`config.mk`:
```
export PLATFORM = sky130hd
export DESIGN_NAME = sd_spi_responder
export DESIGN_NICKNAME = d
export VERILOG_FILES = /design/src/rtl/sd_spi_pkg.sv /design/src/rtl/sd_crc7.sv /design/src/rtl/sd_spi_responder.sv
export SDC_FILE = /design/constraint.sdc
export NUM_CORES = 1
export LEC_CHECK = 0
export ABC_AREA = 1
export ABC_CLOCK_PERIOD_IN_PS = 2220
export CAP_MARGIN = 20
export CORE_ASPECT_RATIO = 0.75
export CORE_MARGIN = 2
export CORE_UTILIZATION = 37
export CTS_CLUSTER_SIZE = 14
export DETAILED_ROUTE_END_ITERATION = 10
export HOLD_SLACK_MARGIN = 0.03
export PLACE_DENSITY_LB_ADDON = 0.1
export SLEW_MARGIN = 20
export SYNTH_ARGS = -nofsm -noshare
export SYNTH_HDL_FRONTEND = slang
export SYNTH_SLANG_ARGS = --single-unit
```
`constraint.sdc`:
```
create_clock -name clk -period 2.22 [get_ports clk]
set_clock_uncertainty 0.05 [all_clocks]
set_input_delay 0.444 -clock clk [delete_from_list [all_inputs] [get_ports clk]]
set_output_delay 0.444 -clock clk [all_outputs]
set_load 0.1 [all_outputs]
```
`src/rtl/sd_spi_pkg.sv`:
```
// sd_spi_pkg -- shared constants for the SD-card SPI-mode responder.
//   Command indices, R1 status bit positions, control-state encodings,
//   the decoded-response record and an R1 builder helper.
package sd_spi_pkg;

    localparam logic [5:0] CMD0  = 6'd0;
    localparam logic [5:0] CMD8  = 6'd8;
    localparam logic [5:0] CMD41 = 6'd41;
    localparam logic [5:0] CMD55 = 6'd55;
    localparam logic [5:0] CMD58 = 6'd58;

    localparam int R1_IDLE    = 0;
    localparam int R1_ILLEGAL = 2;
    localparam int R1_CRC_ERR = 3;

    localparam logic [1:0] ST_WAIT_CMD = 2'd0;
    localparam logic [1:0] ST_RX_CMD   = 2'd1;
    localparam logic [1:0] ST_NCR      = 2'd2;
    localparam logic [1:0] ST_TX_RESP  = 2'd3;

    localparam logic [7:0] FILL_BYTE = 8'hFF;

    // R1 byte plus optional 4-byte tail (R7 echo or OCR)
    typedef struct packed {
        logic [7:0]  r1;
        logic [31:0] tail;
        logic        has_tail;
    } resp_t;

    function automatic logic [7:0] r1_byte(input logic idle, input logic illegal,
                                           input logic crc_err);
        logic [7:0] r;
        r             = '0;
        r[R1_IDLE]    = idle;
        r[R1_ILLEGAL] = illegal;
        r[R1_CRC_ERR] = crc_err;
        return r;
    endfunction

endpackage

```
`src/rtl/sd_crc7.sv`:
```
// sd_crc7 -- one-byte step of the SD command CRC7 (x^7 + x^3 + 1), MSB first.
//   crc_i  : running remainder before this byte (0 at frame start)
//   data_i : next frame byte
//   crc_o  : remainder after this byte
module sd_crc7 (
    input  logic [6:0] crc_i,
    input  logic [7:0] data_i,
    output logic [6:0] crc_o
);

    always_comb begin
        logic [6:0] c;
        logic       fb;
        c = crc_i;
        for (int i = 7; i >= 0; i--) begin
            fb = c[6] ^ data_i[i];
            c  = {c[5:0], 1'b0};
            if (fb) c = c ^ 7'h09;
        end
        crc_o = c;
    end

endmodule

```
`src/rtl/sd_spi_responder.sv`:
```
// sd_spi_responder -- minimal SD-card SPI-mode command responder.
//   Receives 6-byte command frames from an SPI mode-0 host, pulses cmd_valid,
//   and after NCR_BYTES of 0xFF fill returns R1 / R7 / R3 style responses for
//   CMD0, CMD8, CMD55, ACMD41 and CMD58; anything else gets R1 "illegal".
//   Ports:
//     clk, rst      system clock (>= 8x spi_clk), synchronous active-high reset
//     spi_clk/cs/di host SPI inputs, asynchronous, synchronised internally
//     spi_do        MISO, idles high
//     cmd_valid     one-clk pulse per accepted frame
//     cmd_index/arg fields of the last accepted frame
//     card_idle     R1 idle bit currently reported
//   Build option: SD_RESPONDER_CRC_CHECK_EN enables CRC7 checking of frames.
module sd_spi_responder
    import sd_spi_pkg::*;
#(
    parameter int          NCR_BYTES   = 1,
    parameter int          ACMD41_BUSY = 2,
    parameter logic [31:0] OCR         = 32'hC0FF8000
) (
    input  logic        clk,
    input  logic        rst,
    input  logic        spi_clk,
    input  logic        spi_cs,
    input  logic        spi_di,
    output logic        spi_do,
    output logic        cmd_valid,
    output logic [5:0]  cmd_index,
    output logic [31:0] cmd_arg,
    output logic        card_idle
);

    localparam int BW = (ACMD41_BUSY > 1) ? $clog2(ACMD41_BUSY + 1) : 1;

    // ---- input synchronisers; sclk_q[2] is the previous synced sample ----
    logic [2:0] sclk_q;
    logic [1:0] cs_q, di_q;

    always_ff @(posedge clk) begin
        if (rst) begin
            sclk_q <= '0;
            cs_q   <= 2'b11;
            di_q   <= 2'b11;
        end else begin
            sclk_q <= {sclk_q[1:0], spi_clk};
            cs_q   <= {cs_q[0], spi_cs};
            di_q   <= {di_q[0], spi_di};
        end
    end

    logic rise, fall, cs_hi, di_s;
    assign rise  = sclk_q[1] & ~sclk_q[2];
    assign fall  = ~sclk_q[1] & sclk_q[2];
    assign cs_hi = cs_q[1];
    assign di_s  = di_q[1];

    // ---- state ----
    logic [1:0]    state_q, state_d;
    logic [2:0]    bit_cnt_q, bit_cnt_d;
    logic [6:0]    sr_q, sr_d;
    logic [2:0]    rx_idx_q, rx_idx_d;
    logic [37:0]   cmd_sr_q, cmd_sr_d;   // index(6) + arg(32); byte0 top bits fall off
    logic [2:0]    ncr_q, ncr_d;
    logic [7:0]    tx_q, tx_d;           // byte currently being shifted out
    logic [39:0]   resp_q, resp_d;       // queued response bytes, MSB byte next
    logic [2:0]    resp_left_q, resp_left_d;
    logic          spi_do_q, spi_do_d;
    logic          cmd_valid_q, cmd_valid_d;
    logic [5:0]    cmd_index_q, cmd_index_d;
    logic [31:0]   cmd_arg_q, cmd_arg_d;
    logic          idle_q, idle_d;
    logic          app_q, app_d;
    logic [BW-1:0] busy_q, busy_d;

    logic [7:0] rx_byte;
    logic       byte_done;
    assign rx_byte   = {sr_q, di_s};
    assign byte_done = rise & ~cs_hi & (bit_cnt_q == 3'd7);

    // ---- optional CRC7 check over bytes 0..4 ----
    logic crc_err;
`ifdef SD_RESPONDER_CRC_CHECK_EN
    logic [6:0] crc_q, crc_d, crc_seed, crc_next;
    assign crc_seed = (state_q == ST_WAIT_CMD) ? 7'd0 : crc_q;

    sd_crc7 u_crc7 (
        .crc_i  (crc_seed),
        .data_i (rx_byte),
        .crc_o  (crc_next)
    );

    always_comb begin
        crc_d = crc_q;
        if (byte_done && (state_q == ST_WAIT_CMD || state_q == ST_RX_CMD))
            crc_d = crc_next;
    end

    always_ff @(posedge clk) begin
        if (rst) crc_q <= '0;
        else     crc_q <= crc_d;
    end

    // only consulted when the CRC byte (byte 5) completes
    assign crc_err = (rx_byte[7:1] != crc_q);
`else
    assign crc_err = 1'b0;
`endif

    // ---- command decode: next card state and response for the held frame ----
    logic [5:0]    idx;
    logic [31:0]   arg;
    logic          idle_n, app_n, illegal;
    logic [BW-1:0] busy_n;
    resp_t         resp;

    assign idx = cmd_sr_q[37:32];
    assign arg = cmd_sr_q[31:0];

    always_comb begin
        idle_n        = idle_q;
        app_n         = 1'b0;
        busy_n        = busy_q;
        illegal       = 1'b0;
        resp.tail     = '0;
        resp.has_tail = 1'b0;
        case (idx)
            CMD0: begin
                idle_n = 1'b1;
                busy_n = BW'(ACMD41_BUSY);
            end
            CMD8: begin
                resp.tail     = arg;
                resp.has_tail = 1'b1;
            end
            CMD55: app_n = 1'b1;
            CMD41: begin
                if (!app_q)               illegal = 1'b1;
                else if (busy_q != '0)    busy_n  = busy_q - BW'(1);
                else                      idle_n  = 1'b0;
            end
            CMD58: begin
                resp.tail     = OCR;
                resp.has_tail = 1'b1;
            end
            default: illegal = 1'b1;
        endcase
        // a corrupted frame leaves the card state untouched
        if (crc_err) begin
            idle_n        = idle_q;
            app_n         = app_q;
            busy_n        = busy_q;
            illegal       = 1'b0;
            resp.has_tail = 1'b0;
        end
        resp.r1 = r1_byte(idle_n, illegal, crc_err);
    end

    // ---- byte engine / control FSM ----
    always_comb begin
        state_d     = state_q;
        bit_cnt_d   = bit_cnt_q;
        sr_d        = sr_q;
        rx_idx_d    = rx_idx_q;
        cmd_sr_d    = cmd_sr_q;
        ncr_d       = ncr_q;
        tx_d        = tx_q;
        resp_d      = resp_q;
        resp_left_d = resp_left_q;
        spi_do_d    = spi_do_q;
        cmd_valid_d = 1'b0;
        cmd_index_d = cmd_index_q;
        cmd_arg_d   = cmd_arg_q;
        idle_d      = idle_q;
        app_d       = app_q;
        busy_d      = busy_q;

        if (cs_hi) begin
            // deselect aborts any frame or response in flight
            state_d   = ST_WAIT_CMD;
            bit_cnt_d = '0;
            rx_idx_d  = '0;
            tx_d      = FILL_BYTE;
            spi_do_d  = 1'b1;
        end else begin
            if (rise) begin
                sr_d      = {sr_q[5:0], di_s};
                bit_cnt_d = bit_cnt_q + 3'd1;
            end
            // after the 8th rise bit_cnt wraps to 0, so the falling edge that
            // closes a byte already presents the MSB of the next one
            if (fall) spi_do_d = tx_q[~bit_cnt_q];

            if (byte_done) begin
                tx_d = FILL_BYTE;
                case (state_q)
                    ST_WAIT_CMD: begin
                        if (rx_byte[7:6] == 2'b01) begin
                            cmd_sr_d = {cmd_sr_q[29:0], rx_byte};
                            rx_idx_d = 3'd1;
                            state_d  = ST_RX_CMD;
                        end
                    end
                    ST_RX_CMD: begin
                        if (rx_idx_q == 3'd5) begin
                            cmd_valid_d = 1'b1;
                            cmd_index_d = idx;
                            cmd_arg_d   = arg;
                            idle_d      = idle_n;
                            app_d       = app_n;
                            busy_d      = busy_n;
                            resp_d      = {resp.r1, resp.tail};
                            resp_left_d = resp.has_tail ? 3'd4 : 3'd0;
                            ncr_d       = 3'(NCR_BYTES - 1);
                            state_d     = ST_NCR;
                        end else begin
                            cmd_sr_d = {cmd_sr_q[29:0], rx_byte};
                            rx_idx_d = rx_idx_q + 3'd1;
                        end
                    end
                    ST_NCR: begin
                        if (ncr_q == 3'd0) begin
                            tx_d    = resp_q[39:32];
                            resp_d  = {resp_q[31:0], FILL_BYTE};
                            state_d = ST_TX_RESP;
                        end else begin
                            ncr_d = ncr_q - 3'd1;
                        end
                    end
                    default: begin
                        if (resp_left_q == 3'd0) begin
                            state_d = ST_WAIT_CMD;
                        end else begin
                            tx_d        = resp_q[39:32];
                            resp_d      = {resp_q[31:0], FILL_BYTE};
                            resp_left_d = resp_left_q - 3'd1;
                        end
                    end
                endcase
            end
        end
    end

    always_ff @(posedge clk) begin
        if (rst) begin
            state_q     <= ST_WAIT_CMD;
            bit_cnt_q   <= '0;
            sr_q        <= '0;
            rx_idx_q    <= '0;
            cmd_sr_q    <= '0;
            ncr_q       <= '0;
            tx_q        <= FILL_BYTE;
            resp_q      <= '1;
            resp_left_q <= '0;
            spi_do_q    <= 1'b1;
            cmd_valid_q <= 1'b0;
            cmd_index_q <= '0;
            cmd_arg_q   <= '0;
            idle_q      <= 1'b1;
            app_q       <= 1'b0;
            busy_q      <= BW'(ACMD41_BUSY);
        end else begin
            state_q     <= state_d;
            bit_cnt_q   <= bit_cnt_d;
            sr_q        <= sr_d;
            rx_idx_q    <= rx_idx_d;
            cmd_sr_q    <= cmd_sr_d;
            ncr_q       <= ncr_d;
            tx_q        <= tx_d;
            resp_q      <= resp_d;
            resp_left_q <= resp_left_d;
            spi_do_q    <= spi_do_d;
            cmd_valid_q <= cmd_valid_d;
            cmd_index_q <= cmd_index_d;
            cmd_arg_q   <= cmd_arg_d;
            idle_q      <= idle_d;
            app_q       <= app_d;
            busy_q      <= busy_d;
        end
    end

    assign spi_do    = spi_do_q;
    assign cmd_valid = cmd_valid_q;
    assign cmd_index = cmd_index_q;
    assign cmd_arg   = cmd_arg_q;
    assign card_idle = idle_q;

endmodule

```
==> flow_summary_export.csv <==
group,metric,value,unit
run_status,status,"completed",
timing,fin_crit_sh,0.897,
timing,fin_hold_ws,0.363,ns
power_and_ir_drop,p_sw_frac,0.235,
synthesis,ys_ff_latch,158,
timing,rsz0062_at_grt,"no",
worst_setup_path,worstPathArrival,2.25,ns
run,maxCapViolations,0,
drt,route.detailed.drc,0,
grt,grtUsageTotal,0.185,
power_and_ir_drop,finalPower,5820,uW
final_layout,final_cell_mix,"nand2_1 (193), nor2_1 (184), dfxtp_1 (158)",
grt,grt_max_degree,70,
worst_setup_path,cp-end-kind,"register",
cts,cts_setup_buffers,0,
timing,post-route-min-period,1.99,ns
timing,slew_violations,0,
drt,ant_nets,0,
final_layout,final_common_cell,"nand2_1",
drt,wl_per_cell,13.9,um
synthesis,netlist_area,6790,um2
final_layout,area_growth,18.0,%
drt,viasPerCell,4.85,
final_layout,num_antenna_cells,0,
cts,htreeDepth,4,
drt,dr.pass1.iters,4,
synthesis,synth_top_area_frac,0.466,
power_and_ir_drop,p_clk_frac,0.495,
timing,timing.slew.headroom,0.716,
timing,tns,0,ns
grt,antenna_found_initial,0,
grt,grt_pass1_vias,5590,
cts,hold_buffers,0,
cts,clock-sinks,158,
power_and_ir_drop,p_int,4460,uW
cts,root_buffer,"clkbuf_16",
drt,num_vias,5992,
cts,ctsResizeCount,0,
cts,clock_path_buffers,2,
place,dp_hpwl,11700,um
worst_setup_path,crit_required,2.48,ns
die,rows,42,
synthesis,synth_top_area_cell,"dfxtp_1",
synthesis,yosysWarnings,0,
synthesis,synth_seq_area_share,0.466,
worst_setup_path,r2r_setup_slack,0.23,ns
drt,drt_iter0_markers,354,
timing,max_slew.worst_pin.slew,0.427,ns
power_and_ir_drop,switchingPower,1370,uW
cts,path_clk_slew,0.07,ns
final_layout,drive_gt1_frac,0.115,
die,die-height,121,um
worst_setup_path,cp_max_fo,42,
place,port_buffers,45,
grt,grt_first_pass_wirelength,28700,um
die,io_pins,46,
synthesis,syn_area_per_cell,7.14,um2
power_and_ir_drop,combPwrFrac,0.017,
timing,finalHoldViolCount,0,
power_and_ir_drop,ir_drop,0.000447,V
timing,finalSetupViolations,0,
hold_path,min_path_type,"reg -> reg",
power_and_ir_drop,leakage,0.00350,uW
place,gp_congestion,0.781,
synthesis,synth_cell_types,33,
final_layout,fin_nets,999,
synthesis,synth_area_leaders,"dfxtp_1 (47%), nand2_1 (11%), nor2_1 (10%), o21ai_0 (8.2%), nand3_1 (4.3%)",
synthesis,synthCells,951,
cts,clk_latency,0.42,ns
die,initial_core_util,0.381,
cts,cts_buffers,17,
die,core,17800,um2
drt,totalWireLength,17200,um
die,dieArea,19500,um2
power_and_ir_drop,pwr-share-seq,0.488,
grt,globalRouteOverflowTotal,0,
cts,cts_tree,"done",
worst_setup_path,crit_type,"reg -> reg",
power_and_ir_drop,power_density,727,nW/um2
timing,clock.fmax,0.502,GHz
die,fp.dieW,160,um
synthesis,syn-num-nets,969,
worst_setup_path,critPathLaunchType,"register",
[routing by layer]
layer  global-route usage  part of all wire  vias up  wire length, um
li1                     -                 -     3113                -
met1                0.274              0.55     2755             9370
met2                0.273              0.41      107             7030
met3               0.0359             0.036       17              616
met4               0.0507            0.0094        0              161
met5                    0                 0        -                0
[state kept, by name (all words and copies together) (netlist names), 3 cells and up]
name         count
bit_cnt_q        3
cmd_arg         32
cmd_index        6
cmd_sr_q        38
ncr_q            3
resp_left_q      3
resp_q          40
rx_idx_q         3
sclk_q           3
sr_q             7
tx_q             8
[Yosys cell counts, drive strengths merged]
| cell | n |
|---|---|
| buf | 17 |
| inv | 75 |
| a21oi | 45 |
| xnor2 | 2 |
| nand3 | 59 |
| nor2 | 188 |
| clkinv | 2 |
| nor3 | 1 |
| o2bb2ai | 4 |
| a31oi | 7 |
| a22oi | 1 |
| nand2 | 196 |
| nand3b | 3 |
| or2 | 5 |
| o211ai | 1 |
| o21ai | 112 |
| dfxtp | 158 |
| xor2 | 2 |
| ha | 13 |
| nand4 | 13 |
| o2111ai | 7 |
| clkbuf | 40 |
[kinds of logic (layout without fill, tap and decap cells)]
kind of cell               Yosys count  in the layout  synth area share
AOI/OAI and AO/OA                  177            177             0.139
xor gates and xnor gates             4              4           0.00516
adders and majority gates           13             13            0.0240
buffers and inverters              134            177            0.0789
DFF                                158            158             0.466
and+or+nand+nor                    465            465             0.287
[metrics by stage]
step                instance area (um2)  utilization  instances  setup WS [ns]
detailed placement                 7430        0.417       1204          0.257
floorplan                          6790            -        951          0.407
global placement                   7430        0.417       1204          0.276
CTS                                8010        0.450       1236          0.232
finish                             8010        0.450       1236          0.230
global route                       8010        0.450       1236         0.0408
[final cells by class]
| class | count | area [um2] |
|---|---|---|
| timing repair buffer | 68 | 583 |
| clock inverter | 15 | 155 |
| sequential | 158 | 3160 |
| clock buffer | 17 | 425 |
| tap | 242 | 303 |
| multi-input combinational | 659 | 3090 |
| fill | 1872 | 9810 |
| inverter | 77 | 290 |
[power groups by stage]
stage	Clock [uW]	Combinational, uW	Sequential (uW)
floorplan	0	66.4	2910
global placement	0	101	2910
detailed placement	0	99.6	2910
CTS	2950	99.8	2840
global route	3060	112	2840
finish	2880	98.2	2840
[critical path, cell delays in order (launching register included)]
cell     delay (ns)
dfxtp_1        0.48
ha_1           0.21
ha_1           0.29
nand2_4        0.11
nor2_4         0.12
nand2_4        0.06
buf_4          0.25
o21ai_0        0.23
nor2_1         0.06
[final timing paths]
check | from | end | depth (start not counted)
setup reg to reg | bit_cnt_q[0]$_SDFFE_PP0N_ | cmd_sr_q[17]$_SDFFE_PP0P_ | 8
hold reg to reg | di_q[0]$_SDFF_PP1_ | di_q[1]$_SDFF_PP1_ | 1
setup / recovery | bit_cnt_q[0]$_SDFFE_PP0N_ | cmd_sr_q[17]$_SDFFE_PP0P_ | 8
hold / removal | di_q[0]$_SDFF_PP1_ | di_q[1]$_SDFF_PP1_ | 1
Note: power is estimated with default switching activity, not from simulation.
